<file path="src/rtl/writeback_pc_unit.sv">
// writeback_pc_unit: registered writeback-select and next-PC stage with UART-read stall; optional return-address stack enabled by WBPC_RAS_EN
module writeback_pc_unit #(
  parameter int INST_MEM_WIDTH = 14,
  parameter int DATA_WIDTH     = 32,
  parameter int PC_RESET       = 0,
  parameter int RAS_DEPTH      = 4
) (
  input  logic                      clk,
  input  logic                      reset,
  input  logic                      valid_in,
  input  logic                      RegWrite,
  input  logic [1:0]                MemtoReg,
  input  logic [1:0]                Branch,
  input  logic                      UARTtoReg,
  input  logic                      ret_hint,
  input  logic [DATA_WIDTH-1:0]     read_data,
  input  logic [DATA_WIDTH-1:0]     register_data,
  input  logic [DATA_WIDTH-1:0]     alu_result,
  input  logic [4:0]                rd,
  input  logic [25:0]               inst_index,
  input  logic [INST_MEM_WIDTH-1:0] pc1,
  input  logic [INST_MEM_WIDTH-1:0] pc2,
  input  logic                      input_ready,
  input  logic [DATA_WIDTH-1:0]     input_data,
  output logic                      input_ack,
  output logic                      stall,
  output logic                      valid_out,
  output logic                      RegWrite_next,
  output logic [DATA_WIDTH-1:0]     data,
  output logic [4:0]                rd_next,
  output logic [INST_MEM_WIDTH-1:0] pc_generated,
  output logic [INST_MEM_WIDTH-1:0] pc1_next
);
  localparam int W = INST_MEM_WIDTH;
  typedef enum logic {RUN, WAIT_UART} state_t;
  state_t                state_q, state_d;
  logic                  valid_q, valid_d, regwrite_q, regwrite_d, ack_q, ack_d, go;
  logic [DATA_WIDTH-1:0] data_q, data_d, wdata;
  logic [4:0]            rd_q, rd_d;
  logic [W-1:0]          pc_q, pc_d, pc1_q, pc_base, pc_sel;
  logic                  unused_bits;
  assign unused_bits = ^{inst_index[25:W], register_data[DATA_WIDTH-1:W], ret_hint};
  assign stall = (state_q == WAIT_UART) ? !input_ready : (valid_in & UARTtoReg & !input_ready);
  assign go    = valid_in & !stall;
  assign wdata = UARTtoReg ? input_data :
                 (MemtoReg == 2'b00) ? alu_result :
                 (MemtoReg == 2'b01) ? read_data :
                 (MemtoReg == 2'b10) ? DATA_WIDTH'(pc1) : register_data;
  assign pc_base = (Branch == 2'b00) ? pc1 :
                   (Branch == 2'b01) ? pc2 :
                   (Branch == 2'b10) ? inst_index[W-1:0] : register_data[W-1:0];
`ifdef WBPC_RAS_EN
  localparam int PW = $clog2(RAS_DEPTH);
  localparam int CW = $clog2(RAS_DEPTH + 1);
  logic [W-1:0]  ras_q [RAS_DEPTH];
  logic [PW-1:0] ptr_q, ptr_d;
  logic [CW-1:0] cnt_q, cnt_d;
  logic          push, pop;
  assign push   = go & (MemtoReg == 2'b10) & (Branch == 2'b10);
  assign pop    = go & (Branch == 2'b11) & ret_hint & (cnt_q != '0);
  assign pc_sel = pop ? ras_q[ptr_q - 1'b1] : pc_base;
  // Circular stack: ptr is the next free slot, so a push when full lands on the oldest entry
  always_comb begin
    ptr_d = push ? ptr_q + 1'b1 : pop ? ptr_q - 1'b1 : ptr_q;
    cnt_d = push ? ((cnt_q == CW'(RAS_DEPTH)) ? cnt_q : cnt_q + 1'b1) : pop ? cnt_q - 1'b1 : cnt_q;
  end
  // Stack pointer and occupancy
  always_ff @(posedge clk) begin
    if (reset) begin
      ptr_q <= '0;
      cnt_q <= '0;
    end else begin
      ptr_q <= ptr_d;
      cnt_q <= cnt_d;
    end
  end
  // Stack storage needs no reset; occupancy guards reads
  always_ff @(posedge clk) begin
    if (push) ras_q[ptr_q] <= pc1;
  end
`else
  assign pc_sel = pc_base;
`endif
  // Next-state: stall keeps us waiting; a completed instruction loads the result registers
  always_comb begin
    state_d    = stall ? WAIT_UART : RUN;
    valid_d    = go;
    regwrite_d = go & RegWrite;
    ack_d      = go & UARTtoReg;
    data_d     = go ? wdata : data_q;
    rd_d       = go ? rd : rd_q;
    pc_d       = go ? pc_sel : pc_q;
  end
  // Stage registers
  always_ff @(posedge clk) begin
    if (reset) begin
      state_q    <= RUN;
      valid_q    <= 1'b0;
      regwrite_q <= 1'b0;
      ack_q      <= 1'b0;
      data_q     <= '0;
      rd_q       <= '0;
      pc_q       <= W'(PC_RESET);
      pc1_q      <= '0;
    end else begin
      state_q    <= state_d;
      valid_q    <= valid_d;
      regwrite_q <= regwrite_d;
      ack_q      <= ack_d;
      data_q     <= data_d;
      rd_q       <= rd_d;
      pc_q       <= pc_d;
      pc1_q      <= pc1;
    end
  end
  assign input_ack     = ack_q;
  assign valid_out     = valid_q;
  assign RegWrite_next = regwrite_q;
  assign data          = data_q;
  assign rd_next       = rd_q;
  assign pc_generated  = pc_q;
  assign pc1_next      = pc1_q;
endmodule
</file>
<file path="config.mk">
export PLATFORM = sky130hd
export DESIGN_NAME = writeback_pc_unit
export DESIGN_NICKNAME = d
export VERILOG_FILES = /design/src/rtl/writeback_pc_unit.sv
export SDC_FILE = /design/constraint.sdc
export NUM_CORES = 1
export LEC_CHECK = 0
export CAP_MARGIN = 10
export CORE_MARGIN = 1.5
export CORE_UTILIZATION = 36
export CTS_CLUSTER_SIZE = 20
export DETAILED_ROUTE_END_ITERATION = 8
export GPL_ROUTABILITY_DRIVEN = 0
export PLACE_DENSITY_LB_ADDON = 0.3
export SKIP_CTS_REPAIR_TIMING = 1
export SYNTH_ARGS = -nofsm -noshare
export SYNTH_HDL_FRONTEND = slang
export SYNTH_SLANG_ARGS = --single-unit
</file>
<file path="constraint.sdc">
create_clock -name clk -period 2 [get_ports clk]
set_clock_uncertainty 0.15 [all_clocks]
set_input_delay 0.4 -clock clk [delete_from_list [all_inputs] [get_ports clk]]
set_output_delay 0.4 -clock clk [all_outputs]
set_load 0.1 [all_outputs]
</file>
==> results.cfg <==
[layout]
nets = 831
drive_above_1_share_pct = 24.9
finish.utilization_pct = 71.7
fin_area_um2 = 7470
diodes = 0
syn_to_final_growth_pct = 92.3
instances_no_fill = 774

[floorplan]
core_um2 = 10400
die-area_um2 = 11400
die-height_um = 107
start_util_pct = 37.3
core.rowCount = 37
io_pins = 267
die_x_um = 107

[detailed_routing]
avgViaCountPerCell = 5.64
routed_wl_um = 15900
antenna_left = 0
drt_iter0_markers = 350
drcViolationCount = 0
via_count = 4365
avgRoutedWirePerCell_um = 20.5
firstDrtPassIters = 6

[sta]
fmax_mhz = 516
setup_ws_ns = 0.0604
tightest_slew_ns = 0.662
setup_viol = 0
finalHoldViolations = 0
period_share_pct = 97.0
max_slew_margin_pct = 55.8
drv_slew = 0
rsz0062_at_grt = false
layout_min_cycle_time_ns = 1.94

[power_and_ir_drop]
power_mw = 4.84
ir_drop_mv = 0.468
leakage_nw = 2.85
power.density_nw_per_um2 = 647

[clock_network]
cts_made_buffers = 9
clock_sinks = 69
cts_tree = built
root_buffer = clkbuf_8
clock_latency_ns = 0.33
h-tree-depth = 3
path_clk_slew_ns = 0.07
clock_path_buffers = 2

[yosys]
synth_seq_area_share_pct = 35.5
syn-num-nets = 593
synth_top_area_share_pct = 35.5
yosys.area.top_type = dfxtp_1
synth-edff-count = 0
synthTopCellsByArea = dfxtp_1 (36%), mux4_2 (8.1%), mux2_2 (6.1%)
synthDistinctLibCells = 32
synth-seq-cells = 69
syn_avg_cell_area_um2 = 9.84
synth_commonest_cells = dfxtp_1 (69), o21ai_0 (36), a21oi_1 (34)
syn-cell-area_um2 = 3890
synth-async-reset-ratio_pct = 0
yosys_warnings = 0
ys.flop_type = dfxtp_1
synthCells = 395
synth.most_common_cell = dfxtp_1

[worst_setup_path]
startpoint_type = input pin
endpoint_kind = primary output
cp.arrival_ns = 1.39
cp_max_fo = 4
critPathKind = in2out
crit_required_ns = 1.45

[hold_path]
holdCritPathClass = in2reg

[placed_design]
io_buffers = 253
placed_cell_area_um2 = 7250
dp.cells = 758
place_hpwl_um = 12500
pre_cts_slack_ns = -0.330

[status]
status = complete, no violations

[global_route]
antenna_found_initial = 0
grt_pass1_wl_um = 24200
gr-total-overflow = 0
grt.total_usage_pct = 27.7
grt_max_degree = 37
grt_pass1_vias = 4418

[flow_run]
cap_violations = 0
-- cell usage in the layout, fill, tap and decap left out --
| cell | instances |
|---|---|
| nand2_2 | 1 |
| and3_1 | 2 |
| a222oi_1 | 14 |
| and2b_1 | 1 |
| buf_2 | 3 |
| o21bai_4 | 1 |
| inv_1 | 19 |
| nor2b_1 | 14 |
| a2111oi_0 | 17 |
| mux2_4 | 6 |
| a21oi_1 | 33 |
| a211oi_1 | 14 |
| nor2_2 | 1 |
| a2111oi_4 | 1 |
| buf_12 | 75 |
| buf_4 | 17 |
| mux2_2 | 21 |
| mux4_2 | 14 |
| o21ai_0 | 36 |
| nor2_4 | 1 |
| mux2i_1 | 18 |
| clkbuf_1 | 1 |
| clkinv_4 | 2 |
| mux2_1 | 1 |
| inv_2 | 1 |
| o21ba_2 | 1 |
| a31oi_1 | 18 |
| nor2_1 | 2 |
| o21ai_1 | 1 |
| dfxtp_1 | 69 |
| clkinv_2 | 2 |
| a32o_1 | 18 |
| clkdlybuf4s50_1 | 181 |
| bufinv_16 | 2 |
| nand3_1 | 19 |
| clkbuf_8 | 9 |
| a21oi_2 | 1 |
| nor3_1 | 1 |
-- layout make-up --
class | count | area, µm²
Inverter | 20 | 75.1
Multi-Input combinational cell | 257 | 2170
Tap cell | 136 | 170
Fill cell | 756 | 2940
Clock buffer | 10 | 128
Clock inverter | 6 | 87.6
Sequential cell | 69 | 1380
Timing Repair Buffer | 276 | 3460
-- sequential cells by signal, indices dropped and copies added, names as in the netlist --
signal,flops
pc_generated,14
pc1_next,14
RegWrite_next,1
rd_next,5
valid_out,1
data,32
input_ack,1
state_q,1
-- through the flow --
step	setup TNS, ns	hold WS [ns]
final	0	0.295
after global routing	0	0.285
after CTS	0	0.265
after detailed placement	-3.73	0.358
after global placement	-2.48	0.347
after floorplan	0	0.329
-- cell families (layout without fill, tap and decap cells) --
logic type             count (synthesis)  count (layout)  share of synthesized area (%)
AOI/OAI and AO/OA                    155             155                           28.3
buffers and inverters                 69             312                           8.85
DFF                                   69              69                           35.5
muxes                                 60              60                           21.4
and+or+nand+nor                       42              42                           5.89
-- worst max-delay path, stage by stage --
cell and delay [ns]:
clkdlybuf4s50_1 0.56, a21oi_2 0.11, nor2_4 0.13, buf_12 0.18
-- power by group --
group	internal [mW]	switching [mW]	total (mW)
clock	0.704	0.567	1.27
sequential	1.47	0.0933	1.56
combinational	0.914	1.09	2.01
-- routing by layer --
layer	wire [µm]	share of wire, %	global-route usage (%)
met5	0	0	0
met4	568	3.6	11.5
met3	1170	7.4	6.20
met2	8000	50	46.9
met1	6130	39	33.7
-- final timing paths --
path	cells past startpoint	end	slack (ns)	startpoint
max	4	stall	0.06	valid_in
min reg2reg	2	pc_generated[0]$_SDFFE_PP0P_	0.37	pc_generated[0]$_SDFFE_PP0P_
min	2	input_ack$_SDFF_PP0_	0.30	UARTtoReg
max reg2reg	4	data[21]$_SDFFE_PP0P_	0.52	state_q$_SDFF_PP0_
Note: power is estimated with default switching activity, not from simulation.
